File: src/rtl/key_frontend.sv
`default_nettype none
// ============================================================================
// Module      : key_frontend
// Description : Synchronizes and debounces 14 calculator keys into
//               one-cycle, priority-resolved key pulses.
// Revision    : 1.0 - initial release
// ============================================================================
module key_frontend #(
    parameter int DEB_CYCLES = 50000,
    parameter int CNT_W      = 16
) (
    input  logic       clk,
    input  logic       reset,
    input  logic [9:0] push_n,
    input  logic       plus_n,
    input  logic       minus_n,
    input  logic       equal_n,
    input  logic       ce_n,
    output logic [9:0] push,
    output logic       plus,
    output logic       minus,
    output logic       equal,
    output logic       ce,
    output logic [3:0] key_code,
    output logic       key_valid,
    output logic       multi_key,
    output logic       busy
);

    localparam int              c_nkeys    = 14;
    localparam logic [CNT_W-1:0] c_deb_last = CNT_W'(DEB_CYCLES - 1);
    localparam logic [3:0]      c_code_plus  = 4'd10;
    localparam logic [3:0]      c_code_minus = 4'd11;
    localparam logic [3:0]      c_code_equal = 4'd12;
    localparam logic [3:0]      c_code_ce    = 4'd13;

    typedef enum logic [1:0] {
        S_IDLE     = 2'd0,
        S_DEBOUNCE = 2'd1,
        S_PRESSED  = 2'd2,
        S_RELEASE  = 2'd3
    } state_t;

    // Bit index equals the key code, so priority is simply the highest set bit.
    logic [c_nkeys-1:0] w_raw;
    logic [c_nkeys-1:0] r_sync1;
    logic [c_nkeys-1:0] r_keys;

    assign w_raw = ~{ce_n, equal_n, minus_n, plus_n, push_n};

    always_ff @(posedge clk or negedge reset) begin
        if (!reset) begin
            r_sync1 <= '0;
            r_keys  <= '0;
        end else begin
            r_sync1 <= w_raw;
            r_keys  <= r_sync1;
        end
    end

    logic [3:0]  w_sel;
    logic        w_any;
    logic        w_multi;
    logic        w_held;
    logic [15:0] w_keys16;

    always_comb begin
        w_sel = 4'd0;
        for (int i = 0; i < c_nkeys; i++) begin
            if (r_keys[i]) begin
                w_sel = 4'(i);
            end
        end
    end

    assign w_any    = |r_keys;
    assign w_multi  = |(r_keys & (r_keys - 14'd1));
    assign w_keys16 = {2'b00, r_keys};

    state_t           r_state;
    logic [CNT_W-1:0] r_cnt;
    logic [3:0]       r_key;

    assign w_held = w_keys16[r_key];

    always_ff @(posedge clk or negedge reset) begin
        if (!reset) begin
            r_state   <= S_IDLE;
            r_cnt     <= '0;
            r_key     <= 4'd0;
            push      <= '0;
            plus      <= 1'b0;
            minus     <= 1'b0;
            equal     <= 1'b0;
            ce        <= 1'b0;
            key_code  <= 4'd0;
            key_valid <= 1'b0;
            multi_key <= 1'b0;
            busy      <= 1'b0;
        end else begin
            push      <= '0;
            plus      <= 1'b0;
            minus     <= 1'b0;
            equal     <= 1'b0;
            ce        <= 1'b0;
            key_valid <= 1'b0;

            case (r_state)
                S_IDLE: begin
                    if (w_any) begin
                        r_key     <= w_sel;
                        multi_key <= w_multi;
                        r_cnt     <= '0;
                        r_state   <= S_DEBOUNCE;
                        busy      <= 1'b1;
                    end
                end

                S_DEBOUNCE: begin
                    if (!w_held) begin
                        r_cnt   <= '0;
                        r_state <= S_IDLE;
                        busy    <= 1'b0;
                    end else if (r_cnt == c_deb_last) begin
                        if (r_key < 4'd10) begin
                            push <= 10'd1 << r_key;
                        end
                        plus      <= (r_key == c_code_plus);
                        minus     <= (r_key == c_code_minus);
                        equal     <= (r_key == c_code_equal);
                        ce        <= (r_key == c_code_ce);
                        key_code  <= r_key;
                        key_valid <= 1'b1;
                        r_cnt     <= '0;
                        r_state   <= S_PRESSED;
                    end else begin
                        r_cnt <= r_cnt + 1'b1;
                    end
                end

                S_PRESSED: begin
                    if (!w_any) begin
                        r_cnt   <= '0;
                        r_state <= S_RELEASE;
                    end
                end

                S_RELEASE: begin
                    // Any key activity while releasing restarts the quiet period.
                    if (w_any) begin
                        r_cnt <= '0;
                    end else if (r_cnt == c_deb_last) begin
                        r_cnt     <= '0;
                        multi_key <= 1'b0;
                        r_state   <= S_IDLE;
                        busy      <= 1'b0;
                    end else begin
                        r_cnt <= r_cnt + 1'b1;
                    end
                end

                default: begin
                    r_cnt   <= '0;
                    r_state <= S_IDLE;
                    busy    <= 1'b0;
                end
            endcase
        end
    end

endmodule
`default_nettype wire
File: config.mk
export PLATFORM = sky130hd
export DESIGN_NAME = key_frontend
export DESIGN_NICKNAME = d
export VERILOG_FILES = /design/src/rtl/key_frontend.sv
export SDC_FILE = /design/constraint.sdc
export NUM_CORES = 1
export LEC_CHECK = 0
export CAP_MARGIN = 10
export CELL_PAD_IN_SITES_DETAIL_PLACEMENT = 0
export CELL_PAD_IN_SITES_GLOBAL_PLACEMENT = 1
export CORE_MARGIN = 2
export CORE_UTILIZATION = 25
export CTS_CLUSTER_DIAMETER = 50
export DETAILED_ROUTE_END_ITERATION = 8
export PLACE_DENSITY_LB_ADDON = 0.25
export SLEW_MARGIN = 10
export SYNTH_ARGS = -nofsm -noshare
export SYNTH_HDL_FRONTEND = slang
export SYNTH_SLANG_ARGS = --single-unit
File: constraint.sdc
create_clock -name clk -period 2.14 [get_ports clk]
set_clock_uncertainty 0.05 [all_clocks]
set_input_delay 0.428 -clock clk [delete_from_list [all_inputs] [get_ports clk]]
set_output_delay 0.428 -clock clk [all_outputs]
set_load 0.02 [all_outputs]
==> report_table.html <==
<table>
<tr><th>Metric</th><th>Value</th></tr>
<tr><th colspan="2">Synth</th></tr>
<tr><td>Number of instances in the synthesized netlist</td><td>roughly 300</td></tr>
<tr><td>Summed instance area of the synthesized netlist</td><td>roughly 3200 um^2</td></tr>
<tr><td>Prevailing post-synth register cell</td><td>dfrtp_1</td></tr>
<tr><td>Synthesized area per cell</td><td>~11 um^2</td></tr>
<tr><td>Net count of the mapped netlist</td><td>322</td></tr>
<tr><td>Sequential area share after synthesis</td><td>55.84%</td></tr>
<tr><td>Fraction of registers with async set/reset</td><td>100.0%</td></tr>
<tr><td>Number of different library cells in the post-synthesis netlist</td><td>49</td></tr>
<tr><td>Number of enable flip-flop cells after synthesis</td><td>0</td></tr>
<tr><td>Top area cells in the synthesized netlist</td><td>dfrtp_1, nor2_1, xnor2_1</td></tr>
<tr><td>Flip-flop and latch count after synthesis</td><td>between 70 and 80</td></tr>
<tr><td>Most area-hungry cell type in the Yosys netlist</td><td>dfrtp_1</td></tr>
<tr><td>Area share of the largest cell type after synthesis</td><td>55.84%</td></tr>
<tr><td>Yosys synthesis warning count</td><td>0</td></tr>
<tr><th colspan="2">Detailed routing</th></tr>
<tr><td>Total Routed Length</td><td>~7600 um</td></tr>
<tr><td>Number of detailed-routing iterations run before antenna repair</td><td>4</td></tr>
<tr><td>Initial DRC count</td><td>between 100 and 150</td></tr>
<tr><td>Per-cell routed wire length</td><td>approximately 13 um</td></tr>
<tr><td>Number of vias after detailed routing</td><td>2,558</td></tr>
<tr><td>Number of vias per cell</td><td>about 4.4</td></tr>
<tr><td>Routed Antenna Nets</td><td>0</td></tr>
<tr><td>Count of unresolved DRC violations after routing</td><td>0</td></tr>
<tr><th colspan="2">Clock network</th></tr>
<tr><td>Clock Root Buffer</td><td>clkbuf_16</td></tr>
<tr><td>Clock input transition at the sequential cells of the worst setup and hold paths</td><td>0.06 ns</td></tr>
<tr><td>H-Tree Depth</td><td>3</td></tr>
<tr><td>Clock tree sinks</td><td>71</td></tr>
<tr><td>Maximum number of buffers from clock root to sink</td><td>2</td></tr>
<tr><td>CTS tree</td><td>built</td></tr>
<tr><td>Clk Latency, worst-skew pair</td><td>approximately 0.34 ns</td></tr>
<tr><td>Total CTS buffers</td><td>9</td></tr>
<tr><th colspan="2">Min path</th></tr>
<tr><td>Type of the most critical hold path</td><td>in2async</td></tr>
<tr><th colspan="2">Critical path</th></tr>
<tr><td>Worst path slowest cell</td><td>or4_4</td></tr>
<tr><td>R2r worst-path depth</td><td>8</td></tr>
<tr><td>Largest fanout on the critical path</td><td>4</td></tr>
<tr><td>Worst stage delay on the critical path</td><td>0.55 ns</td></tr>
<tr><td>WP data arrival</td><td>between 2 and 3 ns</td></tr>
<tr><td>Category of the worst setup path capture point</td><td>flip-flop</td></tr>
<tr><td>WS Path Type</td><td>reg2reg</td></tr>
<tr><td>Reg2Reg Capture Point</td><td>r_cnt[4]$_DFFE_PN0P_</td></tr>
<tr><td>Cells along the critical path</td><td>or4_4, o41a_1, buf_4, a21o_4, buf_4, nor2_4, xnor2_2, nor2_2</td></tr>
<tr><td>Type of origin of the critical path</td><td>flip-flop</td></tr>
<tr><td>Worst Setup SP</td><td>r_keys[6]$_DFF_PN0_</td></tr>
<tr><td>Setup slack of the most critical reg-to-reg path</td><td>-0.25 ns</td></tr>
<tr><td>Origin of the critical flop-to-flop path</td><td>r_keys[6]$_DFF_PN0_</td></tr>
<tr><td>Most frequent cell on the critical path</td><td>buf_4</td></tr>
<tr><td>CP endpoint</td><td>r_cnt[4]$_DFFE_PN0P_</td></tr>
<tr><td>Critical Path RT</td><td>~2.3 ns</td></tr>
<tr><th colspan="2">Floorplan</th></tr>
<tr><td>Area of the core</td><td>12,520 um^2</td></tr>
<tr><td>Initial cell density of the core</td><td>~25%</td></tr>
<tr><td>Horizontal die dimension</td><td>about 120 um</td></tr>
<tr><td>Chip Height</td><td>approximately 120 um</td></tr>
<tr><td>Number of rows in the core area</td><td>41</td></tr>
<tr><td>Area enclosed by the die boundary</td><td>roughly 14,000 um^2</td></tr>
<tr><td>Count of pins on the block boundary</td><td>37</td></tr>
<tr><th colspan="2">Pwr</th></tr>
<tr><td>Comb power frac</td><td>~28%</td></tr>
<tr><td>Total power per unit cell area</td><td>920.5 nW/um^2</td></tr>
<tr><td>Sw power</td><td>~1400 uW</td></tr>
<tr><td>Cell Int Power</td><td>~3000 uW</td></tr>
<tr><td>Sequential power share</td><td>about a third</td></tr>
<tr><td>Leakage power of the design</td><td>just over 0.002 uW</td></tr>
<tr><td>Peak supply drop</td><td>0.0004149 V</td></tr>
<tr><td>Clock network fraction of total power</td><td>between 30% and 40%</td></tr>
<tr><td>Switching share of total power</td><td>a little under a third</td></tr>
<tr><th colspan="2">Cells and area</th></tr>
<tr><td>Share of the core filled with cells in the final layout</td><td>between 30% and 40%</td></tr>
<tr><td>Layout Nets</td><td>422</td></tr>
<tr><td>Post-synthesis to final-layout area growth</td><td>50.96%</td></tr>
<tr><td>Most used cells in the layout excluding fill and tap cells</td><td>dfrtp_1, buf_4, clkdlybuf4s50_1</td></tr>
<tr><td>Most common cell after layout, fill and taps aside</td><td>dfrtp_1</td></tr>
<tr><td>Ratio of cells with drive above 1 in the final layout</td><td>30.79%</td></tr>
<tr><td>Number of filler instances in the final layout</td><td>1,272</td></tr>
<tr><td>Final std cells w/o fill</td><td>578</td></tr>
<tr><td>Diode insertion count for antenna repair</td><td>0</td></tr>
<tr><td>Non-Filler Cell Area, Final</td><td>a little under 5000 um^2</td></tr>
<tr><th colspan="2">Placed design</th></tr>
<tr><td>Count of placed standard cells including taps</td><td>between 500 and 600</td></tr>
<tr><td>Port buffer count</td><td>36</td></tr>
<tr><td>Standard cell area after detailed placement</td><td>just over 4000 um^2</td></tr>
<tr><td>Routability-driven placement congestion ratio</td><td>just under 0.8</td></tr>
<tr><td>Detailed Place HPWL</td><td>about 5200 um</td></tr>
<tr><td>Pre-CTS setup slack</td><td>-0.2943 ns</td></tr>
<tr><th colspan="2">Timing</th></tr>
<tr><td>Final-report setup violation count</td><td>23</td></tr>
<tr><td>Final worst hold slack</td><td>0.06937 ns</td></tr>
<tr><td>Final Cycle Share</td><td>111.5%</td></tr>
<tr><td>Period minus WS final</td><td>around 2.4 ns</td></tr>
<tr><td>Final-report hold violation count</td><td>0</td></tr>
<tr><td>Setup repair after global routing missed its margin</td><td>true</td></tr>
<tr><td>Final slew viol count</td><td>0</td></tr>
<tr><td>Slew of the pin with the lowest slew margin</td><td>around 0.49 ns</td></tr>
<tr><td>Fmax achieved</td><td>roughly 0.42 GHz</td></tr>
<tr><td>Post-route setup slack</td><td>-0.2467 ns</td></tr>
<tr><td>Worst slew margin</td><td>roughly two thirds</td></tr>
<tr><th colspan="2">Global route</th></tr>
<tr><td>Maximum number of pins on one net before global-route repair</td><td>just over 70</td></tr>
<tr><td>Global Route Usage Sum</td><td>approximately an eighth</td></tr>
<tr><td>Antenna violations before repair</td><td>0</td></tr>
<tr><td>First-pass GRT wire length</td><td>roughly 12,000 um</td></tr>
<tr><td>Vias in the first global route</td><td>between 2,000 and 2,500</td></tr>
<tr><td>Total overflow reported by the global router</td><td>0</td></tr>
<tr><th colspan="2">Status</th></tr>
<tr><td>Status</td><td>finished, violations left</td></tr>
<tr><td>Violations in the final reports</td><td>setup timing</td></tr>
<tr><th colspan="2">Flow run</th></tr>
<tr><td>Number of max-cap violations</td><td>0</td></tr>
</table>
==> how the worst min path moves through the flow <==
stage	to	slack, ns	cells after the start
floorplan	asynchronous set/reset pin	0.08	0
global placement	r_keys[12]$_DFF_PN0_	0.28	0
detailed placement	r_keys[12]$_DFF_PN0_	0.28	0
CTS	r_sync1[1]$_DFF_PN0_	0.08	2
global route	r_sync1[1]$_DFF_PN0_	0.11	2
finish	r_sync1[1]$_DFF_PN0_	0.07	2
==> kinds of logic (layout without fill, tap and decap cells) <==
logic type | after synthesis | count (layout) | synth area share, %
AND/OR/NAND/NOR | 121 | 121 | 21.20
adder cells (fa/ha/maj) | 5 | 5 | 1.966
multiplexers | 11 | 11 | 3.657
flip-flops | 71 | 71 | 55.84
XOR/XNOR | 13 | 13 | 3.578
AO/OA/AOI/OAI | 48 | 49 | 9.674
buffers and inverters | 32 | 136 | 4.090
==> power groups by stage <==
stage / clock, uW / sequential [uW] / combinational [uW]
after floorplan: 0 / 1530 / 587
after global placement: 0 / 1550 / 1050
after detailed placement: 0 / 1550 / 1050
after CTS: 1690 / 1530 / 1130
after global routing: 1740 / 1550 / 1350
final: 1650 / 1540 / 1230
==> synthesized netlist by cell type, types with 4 or more instances <==
cell	count
dfrtp_1	71
nor2_1	31
inv_1	22
nand2_1	22
nor3_1	17
a21oi_1	15
nor4_1	10
xnor2_1	10
o21ai_0	8
clkbuf_1	7
nand2b_1	7
mux2i_1	6
nand3_1	6
a31oi_1	5
ha_1	5
mux2_1	4
nand4_1	4
==> final cells by class <==
type | instances | area (um^2) | area share [%]
sequential | 71 | 1777 | 36.99
multi-input combinational | 199 | 1516 | 31.57
clock buffer | 10 | 239.0 | 4.975
clock inverter | 6 | 91.34 | 1.902
timing repair buffer | 98 | 882.1 | 18.36
inverter | 22 | 82.58 | 1.719
tap | 172 | 215.2 | 4.480
==> metrics by stage <==
step                setup TNS [ns]  power, uW
floorplan                   -1.214       2122
global placement            -4.156       2597
detailed placement          -4.911       2604
CTS                         -3.099       4355
global route                -4.715       4644
finish                      -3.243       4422
==> critical path: cells and delay by family, from the launching register on <==
kind,cells,cell delay (ns)
AO/OA/AOI/OAI,2,0.71
XOR/XNOR,1,0.13
buffers and inverters,2,0.32
flip-flops,1,0.37
AND/OR/NAND/NOR,3,0.69
==> registers in the layout, indices dropped and copies added, names as in the netlist, named ones only <==
register and cells:
busy 1, ce 1, equal 1, key_code 4, key_valid 1, minus 1, multi_key 1, plus 1
push 10, r_cnt 16, r_key 4, r_keys 14, r_state 1, r_sync1 14
==> routing by layer <==
metal	routed length (um)	GRT usage, %	up-vias
li1	-	-	1255
met3	271	2.781	9
met1	3679	16.43	1255
met2	3493	17.07	39
met5	0	0	-
met4	138	5.176	0
==> repair_timing <==
action,4_1_cts,5_1_grt
hold endpoints to repair,0,0
gates resized for setup,29,30
setup buffers,6,4
cloned,1,0
setup endpoints to repair,25,29
pin swaps,12,18
hold buffers,0,0
No activity file was read; power rests on OpenSTA's default activity.
